### src/rtl/led_matrix_scan.sv
`default_nettype none
// ============================================================================
// led_matrix_scan : 8x8 LED matrix row scanner with inter-row blanking.
//   Double buffering is enabled by defining LED_MATRIX_DOUBLE_BUFFER_EN.
// Revision: 1.0
// ============================================================================
module led_matrix_scan #(
  parameter int unsigned DWELL_CYCLES = 1024,
  parameter int unsigned BLANK_CYCLES = 16
) (
  input  logic       clock,
  input  logic       reset_n,
  input  logic       wr_en,
  input  logic [2:0] wr_addr,
  input  logic [7:0] wr_data,
  input  logic       commit,
  output logic [7:0] row,
  output logic [7:0] d,
  output logic       frame_start,
  output logic       swap_pending
);

  typedef enum logic [0:0] {
    ST_BLANK = 1'b0,
    ST_DRIVE = 1'b1
  } state_t;

  localparam logic [15:0] c_DWELL_LAST = 16'(DWELL_CYCLES - 1);
  localparam logic [15:0] c_BLANK_LAST = 16'(BLANK_CYCLES - 1);

  state_t      r_state, w_state_nxt;
  logic [15:0] r_cnt, w_cnt_nxt;
  logic [2:0]  r_idx, w_idx_nxt;
  logic [7:0]  r_row, w_row_nxt;
  logic [7:0]  r_d, w_d_nxt;
  logic        r_frame_start, w_frame_start_nxt;
  logic        w_frame_end;
  logic [7:0]  w_front_row;

  always_ff @(posedge clock) begin
    if (!reset_n) begin
      r_state       <= ST_BLANK;
      r_cnt         <= '0;
      r_idx         <= '0;
      r_row         <= 8'h00;
      r_d           <= 8'hFF;
      r_frame_start <= 1'b0;
    end else begin
      r_state       <= w_state_nxt;
      r_cnt         <= w_cnt_nxt;
      r_idx         <= w_idx_nxt;
      r_row         <= w_row_nxt;
      r_d           <= w_d_nxt;
      r_frame_start <= w_frame_start_nxt;
    end
  end

  // Row and column drive are loaded only on state changes, so a row's data
  // is fixed for its whole dwell even if the buffer is rewritten meanwhile.
  always_comb begin
    w_state_nxt       = r_state;
    w_cnt_nxt         = r_cnt + 16'd1;
    w_idx_nxt         = r_idx;
    w_row_nxt         = r_row;
    w_d_nxt           = r_d;
    w_frame_start_nxt = 1'b0;
    w_frame_end       = 1'b0;
    case (r_state)
      ST_BLANK: begin
        if (r_cnt == c_BLANK_LAST) begin
          w_state_nxt       = ST_DRIVE;
          w_cnt_nxt         = '0;
          w_row_nxt         = 8'd1 << r_idx;
          w_d_nxt           = ~w_front_row;
          w_frame_start_nxt = (r_idx == 3'd0);
        end
      end
      ST_DRIVE: begin
        if (r_cnt == c_DWELL_LAST) begin
          w_state_nxt = ST_BLANK;
          w_cnt_nxt   = '0;
          w_idx_nxt   = r_idx + 3'd1;
          w_row_nxt   = 8'h00;
          w_d_nxt     = 8'hFF;
          w_frame_end = (r_idx == 3'd7);
        end
      end
      default: begin
        w_state_nxt = ST_BLANK;
        w_cnt_nxt   = '0;
      end
    endcase
  end

`ifdef LED_MATRIX_DOUBLE_BUFFER_EN
  logic [7:0] r_bank [2][8];
  logic       r_front_sel;
  logic       r_swap_pending;

  assign w_front_row = r_bank[r_front_sel][r_idx];

  // CPU writes always target the back bank; at a swap that bank becomes
  // front, so a write on the swap edge is shown in the following frame.
  always_ff @(posedge clock) begin
    if (!reset_n) begin
      for (int b = 0; b < 2; b++) begin
        for (int i = 0; i < 8; i++) begin
          r_bank[b][i] <= 8'h00;
        end
      end
      r_front_sel    <= 1'b0;
      r_swap_pending <= 1'b0;
    end else begin
      if (wr_en) begin
        r_bank[~r_front_sel][wr_addr] <= wr_data;
      end
      if (w_frame_end && (commit || r_swap_pending)) begin
        r_front_sel    <= ~r_front_sel;
        r_swap_pending <= 1'b0;
      end else if (commit) begin
        r_swap_pending <= 1'b1;
      end
    end
  end

  assign swap_pending = r_swap_pending;
`else
  logic [7:0] r_bank [8];
  logic       w_unused_inputs;

  assign w_front_row     = r_bank[r_idx];
  assign w_unused_inputs = commit ^ w_frame_end;

  always_ff @(posedge clock) begin
    if (!reset_n) begin
      for (int i = 0; i < 8; i++) begin
        r_bank[i] <= 8'h00;
      end
    end else if (wr_en) begin
      r_bank[wr_addr] <= wr_data;
    end
  end

  assign swap_pending = 1'b0;
`endif

  assign row         = r_row;
  assign d           = r_d;
  assign frame_start = r_frame_start;

endmodule
`default_nettype wire

### config.mk
export PLATFORM = sky130hd
export DESIGN_NAME = led_matrix_scan
export DESIGN_NICKNAME = d
export VERILOG_FILES = /design/src/rtl/led_matrix_scan.sv
export SDC_FILE = /design/constraint.sdc
export NUM_CORES = 1
export LEC_CHECK = 0
export BUFFER_PORTS_ARGS = -buffer_cell sky130_fd_sc_hd__buf_2
export CAP_MARGIN = 20
export CORE_ASPECT_RATIO = 1.1
export CORE_MARGIN = 4
export CORE_UTILIZATION = 55
export CTS_CLUSTER_SIZE = 12
export DETAILED_ROUTE_END_ITERATION = 16
export PLACE_DENSITY = 0.74
export SLEW_MARGIN = 15
export SYNTH_ARGS = -nofsm -noshare
export SYNTH_HDL_FRONTEND = slang
export SYNTH_SLANG_ARGS = --single-unit
### constraint.sdc
create_clock -name clock -period 5.25 [get_ports clock]
set_clock_uncertainty 0.2 [all_clocks]
set_input_delay 0.525 -clock clock [delete_from_list [all_inputs] [get_ports clock]]
set_output_delay 0.525 -clock clock [all_outputs]
set_load 0.01 [all_outputs]
==> results of run 1 <==
-- final timing paths --
path / start / to / cells after the start
worst min-delay path: row[4] / row[4] / 2
worst max-delay path: r_cnt[0] / d[5] / 5
worst min register to register: row[4] / row[4] / 2
worst max register to register: r_cnt[0] / d[5] / 5
-- area by class of cell --
cell class                 count  area, µm²
tap                          111        139
timing repair buffer          34        173
fill                         711       3230
multi-input combinational    282       1930
clock buffer                   9        124
sequential                   104       2720
clock inverter                 7       58.8
inverter                       9       33.8
-- cell families (layout without fill, tap and decap cells) --
family	after synthesis	count (layout)	synth area share, %
AOI/OAI and AO/OA	44	44	6.83
muxes	40	40	8.37
adders and majority gates	7	7	1.83
xor gates and xnor gates	13	13	2.38
and+or+nand+nor	177	177	20.9
DFF	104	104	56.9
buffers and inverters	28	59	2.67
other	1	1	0.0784
-- synthesized netlist by cell type, types with 3 or more instances --
library cell	count
sky130_fd_sc_hd__and2_1	66
sky130_fd_sc_hd__edfxtp_1	64
sky130_fd_sc_hd__dfxtp_1	40
sky130_fd_sc_hd__mux2i_1	40
sky130_fd_sc_hd__nor3_1	30
sky130_fd_sc_hd__nor2_1	19
sky130_fd_sc_hd__a22o_1	16
sky130_fd_sc_hd__nand2_1	15
sky130_fd_sc_hd__nand3_1	12
sky130_fd_sc_hd__clkbuf_1	11
sky130_fd_sc_hd__xnor2_1	11
sky130_fd_sc_hd__nand4_1	10
sky130_fd_sc_hd__inv_1	9
sky130_fd_sc_hd__o21ai_0	9
sky130_fd_sc_hd__o31ai_1	8
sky130_fd_sc_hd__ha_1	7
sky130_fd_sc_hd__a21oi_1	6
sky130_fd_sc_hd__nor2b_1	5
sky130_fd_sc_hd__and3_1	4
sky130_fd_sc_hd__nand2b_1	4
sky130_fd_sc_hd__nor4_1	4
sky130_fd_sc_hd__a211oi_1	3
sky130_fd_sc_hd__buf_2	3
-- metal layers --
| metal | vias up | share of wire (%) |
|---|---|---|
| li1 | 1544 | - |
| met1 | 1396 | 46 |
| met2 | 38 | 49 |
| met3 | 16 | 2.0 |
| met4 | 0 | 3.0 |
| met5 | - | 0 |
-- worst reg2reg max path: cells and delay by family, from the launching register on --
| family | cells | cell delay [ps] |
|---|---|---|
| AND/OR/NAND/NOR | 2 | 780 |
| flip-flops | 1 | 380 |
| multiplexers | 1 | 280 |
| AO/OA/AOI/OAI | 1 | 650 |
| adder cells (fa/ha/maj) | 1 | 210 |
-- flip-flops by register name, indices dropped and copies added, names as in the netlist, named ones only --
signal       cells
r_state          1
d                8
r_idx            3
r_cnt           16
r_bank          64
row              8
frame_start      1
-- through the flow --
stage,power (W),worst slack [ps]
after floorplan,0.000964,3030
after global placement,0.000989,2430
after detailed placement,0.000993,2390
after CTS,0.00146,2650
after global routing,0.00151,2470
final,0.00145,2670
-- power by group through the flow --
stage           logic, W  registers [W]  clock network, W
6_report       0.0000649       0.000909          0.000478
5_1_grt        0.0000722       0.000913          0.000520
4_1_cts        0.0000642       0.000910          0.000485
3_5_place_dp   0.0000641       0.000929                 0
3_3_place_gp   0.0000621       0.000927                 0
2_1_floorplan  0.0000394       0.000924                 0
==> impl_metrics.sql, run 1 <==
INSERT INTO impl_metrics (metric_group, metric, value, unit) VALUES
('status', 'status', 'finished, final reports clean', ''),
('clocking', 'cts_max_level', '3', ''),
('drt', 'routed_wire_length_per_instance', '16.0', 'µm'),
('sta', 'layout_worst_path_cycle_share', '49.1', '%'),
('drt', 'routed_via_density', '5.38', ''),
('critical_path', 'critical_path.endpoint_type', 'flip-flop', ''),
('run', 'cap_violations', '0', ''),
('power_and_ir_drop', 'power.share.clock', '32.9', '%'),
('floorplan', 'placement_rows', '35', ''),
('drt', 'drc', '0', ''),
('logic_synthesis', 'synth.top_cells.by_area', 'sky130_fd_sc_hd__edfxtp_1 40%, sky130_fd_sc_hd__dfxtp_1 17%, sky130_fd_sc_hd__and2_1 8.6%, sky130_fd_sc_hd__mux2i_1 8.4%, sky130_fd_sc_hd__nor3_1 3.1%', ''),
('sta', 'timing.max_slew.rel_slack', '32.5', '%'),
('critical_path', 'critical_path_peak_fanout', '24', ''),
('clocking', 'root_buffer', 'sky130_fd_sc_hd__clkbuf_8', ''),
('clocking', 'insertion_delay', '370', 'ps'),
('layout', 'antennaDiodeCount', '0', ''),
('global_route', 'first_global_vias', '3032', ''),
('clocking', 'cts.hold.buffers_added', '0', ''),
('placed_design', 'dp_hpwl', '6350', 'µm'),
('power_and_ir_drop', 'seqPwrFrac', '62.6', '%'),
('sta', 'grt_setup_unrepaired', 'false', ''),
('drt', 'drt-total-wl', '8920', 'µm'),
('power_and_ir_drop', 'p_int', '0.00110', 'W'),
('global_route', 'grt_busiest_layer', 'met2', ''),
('critical_path', 'timing.critical_path.cells', 'ha_1, nand3_1, or3_1, o22ai_4, mux2i_1', ''),
('power_and_ir_drop', 'largest_vdd_supply_drop', '0.000148', 'V'),
('logic_synthesis', 'syn-num-nets', '436', ''),
('power_and_ir_drop', 'power.share.combinational', '4.5', '%'),
('critical_path', 'timing.setup.critical_path_class', 'reg2reg', ''),
('sta', 'final_hold_viol_count', '0', ''),
('logic_synthesis', 'yosysWarningCount', '0', ''),
('logic_synthesis', 'synth_largest_type_area_fraction', '40.2', '%'),
('critical_path', 'slowest_stage', 'sky130_fd_sc_hd__o22ai_4', ''),
('layout', 'layout-drive-gt1-share', '13.0', '%'),
('layout', 'final_core_utilization', '61.6', '%'),
('critical_path', 'worstPathArrival', '2660', 'ps'),
('logic_synthesis', 'synth_area_leader_cell', 'sky130_fd_sc_hd__edfxtp_1', ''),
('clocking', 'post_cts.repair.setup_buffers', '0', ''),
('floorplan', 'core-area', '8410', 'µm²'),
('sta', 'clock.fmax', '0.388', 'GHz'),
('power_and_ir_drop', 'switchingPower', '0.000350', 'W'),
('placed_design', 'port_buffers', '30', ''),
('critical_path', 'ff2ff_setup_slack', '2670', 'ps'),
('logic_synthesis', 'ys.flop_type', 'sky130_fd_sc_hd__edfxtp_1', ''),
('critical_path', 'cp_top_family', 'simple AND/OR/NAND/NOR gates', ''),
('sta', 'drv_slew', '0', ''),
('global_route', 'number_of_antenna_violations_at_the_first_check_in_global_routing', '0', ''),
('logic_synthesis', 'synth_seq_cells', '104', ''),
('logic_synthesis', 'synth_edf_count', '64', ''),
('layout', 'layout.cells.most_common', 'sky130_fd_sc_hd__and2_1', ''),
('drt', 'drt_pre_antenna_iters', '4', ''),
('layout', 'area_growth_syn_to_layout', '8.40', '%'),
('layout', 'stdcell_count', '556', ''),
('worst_hold_path', 'hp-class', 'reg2reg', ''),
('clocking', 'cts.reportedPaths.clkPinSlew', '100', 'ps'),
('sta', 'fin_hold_ws', '257', 'ps'),
('placed_design', 'placed_area', '4980', 'µm²'),
('global_route', 'grt_overflow', '0', ''),
('clocking', 'maximum_clock_insertion_buffer_count', '2', ''),
('floorplan', 'die_width', '96.9', 'µm'),
('logic_synthesis', 'synth.distinct_cells', '37', ''),
('drt', 'routed-via-count', '2994', ''),
('power_and_ir_drop', 'power.switching_fraction', '24.1', '%'),
('drt', 'drtIter0Drc', '83', ''),
('critical_path', 'critical_path.max_stage_delay', '650', 'ps'),
('floorplan', 'floorplan.initialDensity', '56.9', '%'),
('sta', 'timing.final.crit_period', '2580', 'ps'),
('layout', 'finish.instance_area', '5180', 'µm²'),
('sta', 'max_slew.worst_pin.slew', '1000', 'ps'),
('critical_path', 'cp.buffers_inverters', '0', ''),
('placed_design', 'rd_place_congestion', '0.783', '');
Note: power is estimated with default switching activity, not from simulation.
==> run 2: changes to the inputs <==
--- a/config.mk
+++ b/config.mk
@@ -5,6 +5,7 @@
 export SDC_FILE = /design/constraint.sdc
 export NUM_CORES = 1
 export LEC_CHECK = 0
+export ABC_AREA = 1
 export BUFFER_PORTS_ARGS = -buffer_cell sky130_fd_sc_hd__buf_2
 export CAP_MARGIN = 20
 export CORE_ASPECT_RATIO = 1.1
@@ -12,7 +13,7 @@
 export CORE_UTILIZATION = 55
 export CTS_CLUSTER_SIZE = 12
 export DETAILED_ROUTE_END_ITERATION = 16
-export PLACE_DENSITY = 0.74
+export PLACE_DENSITY = 0.73
 export SLEW_MARGIN = 15
 export SYNTH_ARGS = -nofsm -noshare
 export SYNTH_HDL_FRONTEND = slang
==> constraint.sdc (replaced) <==
create_clock -name clock -period 2.55 [get_ports clock]
set_clock_uncertainty 0.2 [all_clocks]
set_input_delay 0.255 -clock clock [delete_from_list [all_inputs] [get_ports clock]]
set_output_delay 0.255 -clock clock [all_outputs]
set_load 0.01 [all_outputs]
==> run 2 against run 1 <==
Clock power is 97% higher. Final cell count is 33% higher. Combinational power is 140% higher. Power is 100% higher. Global-route usage is 3.4 points higher. Fmax is 39% higher. Critical endpoint is now d[7]. Largest power group unchanged.
==> impl_metrics.sql, run 2 <==
INSERT INTO impl_metrics (metric_group, metric, value, unit) VALUES
('clocking', 'insertion_delay', '380', 'ps'),
('critical_path', 'timing.critical_path.cells', 'inv_1, buf_4, nand2_1, nand2_1, nand2_1, nand3_1, nand3_1, nand2_1, nand3_1', ''),
('logic_synthesis', 'mux_contribution_to_synthesized_area', '0', '%'),
('layout', 'antennaDiodeCount', '0', ''),
('layout', 'registers.top_by_ff_count', 'r_bank', ''),
('critical_path', 'critical_path_required', '2610', 'ps'),
('layout', 'stdcell_count', '738', ''),
('layout', 'largest_register_ffs', '64', ''),
('clocking', 'post_cts_sizing', '0', ''),
('drt', 'drtIter0Drc', '233', ''),
('sta', 'final_hold_viol_count', '0', ''),
('logic_synthesis', 'synth_seq_cells', '104', ''),
('drt', 'drt_pre_antenna_iters', '4', ''),
('layout', 'nFillCells', '824', ''),
('logic_synthesis', 'mappedNetlistArea', '4940', 'µm²'),
('layout', 'area_growth_syn_to_layout', '8.07', '%'),
('critical_path', 'most_common_cell_type_on_the_critical_path', 'sky130_fd_sc_hd__nand2_1', ''),
('logic_synthesis', 'synthArstFlopShare', '0', '%'),
('sta', 'max_slew.worst_pin.slew', '534', 'ps'),
('layout', 'most_used_cells_in_the_layout_excluding_fill_and_tap_cells', '150 x sky130_fd_sc_hd__nand2_1, 108 x sky130_fd_sc_hd__nor2_1, 82 x sky130_fd_sc_hd__inv_1', ''),
('global_route', 'grt.total_usage', '21.6', '%'),
('drt', 'routed_via_density', '5.12', ''),
('sta', 'drv_slew', '0', ''),
('worst_hold_path', 'hold_path_startpoint', 'wr_data[1]', ''),
('clocking', 'cts.hold.buffers_added', '0', ''),
('logic_synthesis', 'synth_top_family_by_area', 'simple AND/OR/NAND/NOR gates', ''),
('critical_path', 'critical_path.max_stage_delay', '400', 'ps'),
('sta', 'timing.max_slew.rel_slack', '64.4', '%'),
('layout', 'top_regs', 'r_bank (64), r_cnt (16)', ''),
('clocking', 'maximum_clock_insertion_buffer_count', '2', ''),
('logic_synthesis', 'synth_area_leader_cell', 'sky130_fd_sc_hd__edfxtp_1', ''),
('drt', 'routed-via-count', '3777', ''),
('logic_synthesis', 'synth.top_cells.by_area', 'sky130_fd_sc_hd__edfxtp_1 39%, sky130_fd_sc_hd__dfxtp_1 16%, sky130_fd_sc_hd__nand2_1 11%, sky130_fd_sc_hd__nor2_1 8.2%, sky130_fd_sc_hd__nand3_1 7.2%', ''),
('floorplan', 'floorplan.initialDensity', '56.0', '%'),
('drt', 'drt-total-wl', '10600', 'µm'),
('placed_design', 'rd_place_congestion', '0.876', ''),
('logic_synthesis', 'ys.flop_type', 'sky130_fd_sc_hd__edfxtp_1', ''),
('floorplan', 'die-area', '10600', 'µm²'),
('sta', 'layout_worst_path_cycle_share', '72.5', '%'),
('drt', 'antenna_left', '0', ''),
('run', 'cap_violations', '0', ''),
('sta', 'grt_setup_unrepaired', 'false', ''),
('worst_hold_path', 'hp-class', 'in2reg', ''),
('logic_synthesis', 'synthXorXnorAreaFrac', '1.95', '%'),
('logic_synthesis', 'post_synth.cell_area_avg', '8.35', 'µm²'),
('clocking', 'root_buffer', 'sky130_fd_sc_hd__clkbuf_8', ''),
('global_route', 'global_route_wire_length_before_repair', '17500', 'µm'),
('sta', 'clock.fmax', '0.541', 'GHz'),
('global_route', 'number_of_antenna_violations_at_the_first_check_in_global_routing', '0', ''),
('clocking', 'clock_sinks', '104', ''),
('clocking', 'cts_max_level', '3', ''),
('placed_design', 'port_buffers', '30', ''),
('layout', 'final_core_utilization', '60.5', '%'),
('logic_synthesis', 'synth_edf_count', '64', ''),
('clocking', 'cts.reportedPaths.clkPinSlew', '100', 'ps'),
('critical_path', 'slowest_stage', 'sky130_fd_sc_hd__inv_1', ''),
('logic_synthesis', 'synth_top_cells_by_count', '150 x sky130_fd_sc_hd__nand2_1, 108 x sky130_fd_sc_hd__nor2_1, 82 x sky130_fd_sc_hd__inv_1, 71 x sky130_fd_sc_hd__nand3_1, 64 x sky130_fd_sc_hd__edfxtp_1', ''),
('clocking', 'cts_tree', 'built', ''),
('critical_path', 'worstPathArrival', '1900', 'ps'),
('global_route', 'grt_max_degree', '33', ''),
('logic_synthesis', 'synth-adder-area-share', '1.77', '%'),
('sta', 'final-setup-viol-count', '0', ''),
('logic_synthesis', 'synthesized_area_fraction_occupied_by_ao_oa_aoi_and_oai_cells', '0.607', '%'),
('logic_synthesis', 'synth_cells', '592', ''),
('global_route', 'first_global_vias', '3673', ''),
('sta', 'timing.setup.tns', '0', 'ps'),
('status', 'status', 'finished, final reports clean', ''),
('floorplan', 'placement_rows', '36', ''),
('layout', 'final_net_count', '641', ''),
('floorplan', 'core-area', '8830', 'µm²'),
('sta', 'timing.final.crit_period', '1850', 'ps'),
('logic_synthesis', 'syn-num-nets', '614', ''),
('clocking', 'cts-buffers-inserted', '9', ''),
('floorplan', 'die_width', '98.4', 'µm'),
('floorplan', 'boundaryPins', '33', ''),
('logic_synthesis', 'synth.distinct_cells', '28', ''),
('layout', 'layout.cells.most_common', 'sky130_fd_sc_hd__nand2_1', ''),
('global_route', 'grt_overflow', '0', ''),
('power_and_ir_drop', 'pwr_density_cell', '554', 'nW/µm²'),
('clocking', 'post_cts.repair.setup_buffers', '0', ''),
('drt', 'routed_wire_length_per_instance', '14.4', 'µm'),
('critical_path', 'critical_path.endpoint_type', 'flip-flop', ''),
('layout', 'layout-drive-gt1-share', '10.6', '%'),
('critical_path', 'timing.setup.critical_path_class', 'reg2reg', ''),
('placed_design', 'dp_hpwl', '7290', 'µm'),
('logic_synthesis', 'yosysWarningCount', '0', ''),
('logic_synthesis', 'yosysMostFrequentCell', 'sky130_fd_sc_hd__nand2_1', ''),
('logic_synthesis', 'yosysSeqAreaShare', '55.1', '%'),
('logic_synthesis', 'synth_largest_type_area_fraction', '38.9', '%'),
('logic_synthesis', 'synth_simple_gate_area_share', '31.9', '%'),
('placed_design', 'placed_cells', '722', ''),
('critical_path', 'critical_path_peak_fanout', '17', ''),
('drt', 'drc', '0', ''),
('power_and_ir_drop', 'p_leak', '2.51', 'nW'),
('critical_path', 'worst_setup_path_start_kind', 'flip-flop', ''),
('floorplan', 'die_h', '107', 'µm'),
('power_and_ir_drop', 'largest_vdd_supply_drop', '0.000271', 'V');
==> run 2: cell types whose count changed after synthesis, moves of 7 or more <==
cell                      change
sky130_fd_sc_hd__inv_1       +73
sky130_fd_sc_hd__mux2i_1     -40
sky130_fd_sc_hd__and2_1      -66
sky130_fd_sc_hd__nor2_1      +89
sky130_fd_sc_hd__a22o_1      -16
sky130_fd_sc_hd__xnor2_1      -7
sky130_fd_sc_hd__nor3_1      -28
sky130_fd_sc_hd__nand2_1    +135
sky130_fd_sc_hd__nand3_1     +59
sky130_fd_sc_hd__o31ai_1      -8
sky130_fd_sc_hd__o21ai_0      -9
==> run 2: path summary, 6_finish.rpt <==
kind | end | slack [ps] | depth (start not counted)
setup / recovery | d[7] | 700 | 9
hold / removal | r_bank[2][1] | 130 | 3
setup reg to reg | d[7] | 700 | 9
hold reg to reg | r_cnt[0] | 250 | 1
==> run 2: worst max-delay path, delay by kind of cell, from the launching register on <==
kind          cells  cell delay, ps
simple gates      7             500
buf+inv           2             710
flops             1             320
==> run 2: cell families (layout without fill, tap and decap cells) <==
group,after synthesis,count (layout)
AO/OA/AOI/OAI,6,6
XOR/XNOR,11,11
buffers and inverters,105,137
adder cells (fa/ha/maj),7,7
other,1,1
AND/OR/NAND/NOR,358,358
flip-flops,104,104
==> run 2: power by group <==
| group | total, W | switching (W) | internal (W) |
|---|---|---|---|
| combinational | 0.000153 | 0.000111 | 0.0000420 |
| sequential | 0.00187 | 0.0000197 | 0.00185 |
| clock | 0.000940 | 0.000559 | 0.000381 |
| total | 0.00296 | 0.000690 | 0.00227 |
==> run 2: layout make-up <==
type / count / area [µm²] / area share (%)
Multi-Input combinational cell: 383 / 1800 / 33.6
Inverter: 86 / 323 / 6.04
Timing Repair Buffer: 35 / 188 / 3.51
Clock buffer: 11 / 141 / 2.65
Sequential cell: 104 / 2720 / 50.9
Clock inverter: 5 / 31.3 / 0.585
Tap cell: 114 / 143 / 2.67
==> run 2: per-stage QoR <==
stage / cell area (µm²) / total power (W) / setup slack (ps) / hold WS [ps]
2_1_floorplan: 4940 / 0.00201 / 948 / 204
3_3_place_gp: 5170 / 0.00205 / 667 / 231
3_5_place_dp: 5170 / 0.00206 / 653 / 242
4_1_cts: 5340 / 0.00298 / 689 / 134
5_1_grt: 5340 / 0.00308 / 497 / 150
6_report: 5340 / 0.00296 / 702 / 127
==> run 2: layer usage <==
metal	global-route usage (%)	wire length (µm)
met1	26.2	4530
met2	37.4	5320
met3	4.93	565
met4	8.10	219
met5	0	0
==> run 3: changes to the inputs <==
--- a/config.mk
+++ b/config.mk
@@ -10,10 +10,10 @@
 export CAP_MARGIN = 20
 export CORE_ASPECT_RATIO = 1.1
 export CORE_MARGIN = 4
-export CORE_UTILIZATION = 55
+export CORE_UTILIZATION = 54
 export CTS_CLUSTER_SIZE = 12
 export DETAILED_ROUTE_END_ITERATION = 16
-export PLACE_DENSITY = 0.73
+export PLACE_DENSITY = 0.75
 export SLEW_MARGIN = 15
 export SYNTH_ARGS = -nofsm -noshare
 export SYNTH_HDL_FRONTEND = slang
==> constraint.sdc (replaced) <==
create_clock -name clock -period 1.7 [get_ports clock]
set_clock_uncertainty 0.2 [all_clocks]
set_input_delay 0.17 -clock clock [delete_from_list [all_inputs] [get_ports clock]]
set_output_delay 0.17 -clock clock [all_outputs]
set_load 0.01 [all_outputs]
==> run 3 against run 2 <==
Fmax up 15%. Non-clock buffer count increased by 20. First-iteration DRC count grew 30%. Count of clock-buffer cells in the layout up 2. Routed wire length grew 2.4%. Sequential power up 50%. Register-to-register slack lost 610 ps. Utilization increased by 2.9 points. Worst hold slack got worse by 86 ps. Sequential cell count did not move. Via count rose by 4.7%. Worst setup slack got worse by 610 ps. Critical endpoint is now d[2]. Largest cell class unchanged.
==> impl_metrics.sql, run 3 (synthesis gave the netlist of run 2 again) <==
INSERT INTO impl_metrics (metric_group, metric, value, unit) VALUES
('status', 'status', 'finished, final reports clean', ''),
('layout', 'top_regs', 'r_bank (64), r_cnt (16)', ''),
('drt', 'routed_via_density', '5.21', ''),
('layout', 'registers.top_by_ff_count', 'r_bank', ''),
('floorplan', 'placement_rows', '36', ''),
('clocking', 'cts.reportedPaths.clkPinSlew', '100', 'ps'),
('placed_design', 'rd_place_congestion', '0.859', ''),
('layout', 'antennaDiodeCount', '0', ''),
('drt', 'routed-via-count', '3954', ''),
('clocking', 'cts-buffers-inserted', '9', ''),
('clocking', 'clock_sinks', '104', ''),
('clocking', 'cts_max_level', '3', ''),
('critical_path', 'worst_setup_path_start_kind', 'flip-flop', ''),
('drt', 'drtIter0Drc', '304', ''),
('sta', 'final_hold_viol_count', '0', ''),
('clocking', 'cts_tree', 'built', ''),
('floorplan', 'die_h', '108', 'µm'),
('floorplan', 'core-area', '8920', 'µm²'),
('drt', 'drc', '0', ''),
('clocking', 'maximum_clock_insertion_buffer_count', '2', ''),
('placed_design', 'dp_hpwl', '7450', 'µm'),
('global_route', 'grt_overflow', '0', ''),
('critical_path', 'critical_path.endpoint_type', 'flip-flop', ''),
('global_route', 'grt_max_degree', '33', ''),
('layout', 'layout.cells.most_common', 'sky130_fd_sc_hd__nand2_1', ''),
('floorplan', 'boundaryPins', '33', ''),
('critical_path', 'worstPathArrival', '1730', 'ps'),
('layout', 'final_core_utilization', '63.5', '%'),
('power_and_ir_drop', 'pwr_density_cell', '825', 'nW/µm²'),
('sta', 'drv_slew', '0', ''),
('sta', 'final-setup-viol-count', '0', ''),
('critical_path', 'critical_path_required', '1820', 'ps'),
('worst_hold_path', 'hp-class', 'in2reg', ''),
('critical_path', 'timing.setup.critical_path_class', 'reg2reg', ''),
('layout', 'stdcell_count', '759', ''),
('sta', 'clock.fmax', '0.622', 'GHz'),
('clocking', 'cts.hold.buffers_added', '0', ''),
('critical_path', 'critical_path_peak_fanout', '10', ''),
('sta', 'timing.final.crit_period', '1610', 'ps'),
('global_route', 'first_global_vias', '3812', ''),
('power_and_ir_drop', 'largest_vdd_supply_drop', '0.000453', 'V'),
('power_and_ir_drop', 'p_leak', '2.66', 'nW'),
('clocking', 'insertion_delay', '380', 'ps'),
('run', 'cap_violations', '0', ''),
('placed_design', 'port_buffers', '30', ''),
('sta', 'timing.setup.tns', '0', 'ps'),
('sta', 'layout_worst_path_cycle_share', '94.5', '%'),
('drt', 'drt_pre_antenna_iters', '5', ''),
('floorplan', 'die_width', '99.2', 'µm'),
('clocking', 'root_buffer', 'sky130_fd_sc_hd__clkbuf_8', ''),
('layout', 'area_growth_syn_to_layout', '14.4', '%'),
('drt', 'drt-total-wl', '10900', 'µm'),
('drt', 'routed_wire_length_per_instance', '14.3', 'µm'),
('global_route', 'number_of_antenna_violations_at_the_first_check_in_global_routing', '0', ''),
('global_route', 'global_route_wire_length_before_repair', '17700', 'µm'),
('placed_design', 'preCtsSetupSlack', '-61.0', 'ps'),
('placed_design', 'placed_cells', '738', ''),
('layout', 'most_used_cells_in_the_layout_excluding_fill_and_tap_cells', '149 x sky130_fd_sc_hd__nand2_1, 102 x sky130_fd_sc_hd__nor2_1, 82 x sky130_fd_sc_hd__inv_1', ''),
('sta', 'final.setup.worst_slack', '93.4', 'ps'),
('layout', 'layout-drive-gt1-share', '16.3', '%'),
('drt', 'antenna_left', '0', ''),
('layout', 'largest_register_ffs', '64', ''),
('floorplan', 'floorplan.initialDensity', '55.4', '%'),
('layout', 'final_net_count', '662', ''),
('floorplan', 'die-area', '10800', 'µm²'),
('global_route', 'grt.total_usage', '21.4', '%');
run 3: changes by cell type in the layout (fill, tap and decap cells not counted), moves of 2 or more:
cell | previous run | this run
sky130_fd_sc_hd__buf_4 | 5 | 24
sky130_fd_sc_hd__clkbuf_16 | 0 | 2
sky130_fd_sc_hd__nand3_2 | 2 | 0
sky130_fd_sc_hd__nor2_1 | 108 | 102
sky130_fd_sc_hd__dfxtp_1 | 40 | 33
sky130_fd_sc_hd__nor2_2 | 1 | 6
sky130_fd_sc_hd__dfxtp_2 | 0 | 7
sky130_fd_sc_hd__nand3_4 | 3 | 6
run 3: worst paths after layout:
path	to	cells past startpoint	start	slack, ps
max reg2reg	d[2]	7	r_cnt[11]	90
max	d[2]	7	r_cnt[11]	90
min	r_bank[6][7]	3	wr_data[7]	40
min reg2reg	row[7]	2	row[7]	270
run 3: area by class of cell:
| class | instances | area (µm²) |
|---|---|---|
| clock buffer | 13 | 201 |
| clock inverter | 3 | 18.8 |
| fill | 734 | 3260 |
| inverter | 86 | 323 |
| multi-input combinational | 384 | 1890 |
| sequential | 104 | 2730 |
| tap | 114 | 143 |
| timing repair buffer | 55 | 350 |
run 3: metal layers:
| metal | part of all wire, % | vias to the layer above | track usage (%) |
|---|---|---|---|
| met3 | 6.3 | 31 | 4.45 |
| met4 | 3.6 | 0 | 10.7 |
| li1 | - | 1964 | - |
| met2 | 49 | 119 | 35.8 |
| met5 | 0 | - | 0 |
| met1 | 41 | 1840 | 26.4 |
run 3: what timing repair did:
action	in CTS	in global routing
gates cloned	1	0
pin swaps	1	3
endpoints found under the setup margin	24	31
resized for setup	6	19
buffers inserted	0	4
run 3: critical path: stages, from the launching register on:
cell,delay (ps)
sky130_fd_sc_hd__dfxtp_1,350
sky130_fd_sc_hd__nor2_2,180
sky130_fd_sc_hd__nand2_1,130
sky130_fd_sc_hd__nor2_4,230
sky130_fd_sc_hd__nand3_4,180
sky130_fd_sc_hd__nand2_4,150
sky130_fd_sc_hd__nand2_1,70
sky130_fd_sc_hd__nand3_1,70
run 3: metrics by stage:
stage | cell area (µm²) | hold WS, ps | total power (W)
global placement | 5300 | 266 | 0.00309
global route | 5660 | 32.7 | 0.00484
finish | 5660 | 41.9 | 0.00467
floorplan | 4940 | 119 | 0.00301
detailed placement | 5300 | 266 | 0.00310
CTS | 5560 | 36.9 | 0.00468
run 3: report_power, final:
part | switching, W | internal (W) | leakage (nW)
clock | 0.000825 | 0.000789 | 0.116
combinational | 0.000173 | 0.0000733 | 1.60
sequential | 0.0000321 | 0.00277 | 0.939
total | 0.00103 | 0.00364 | 2.66
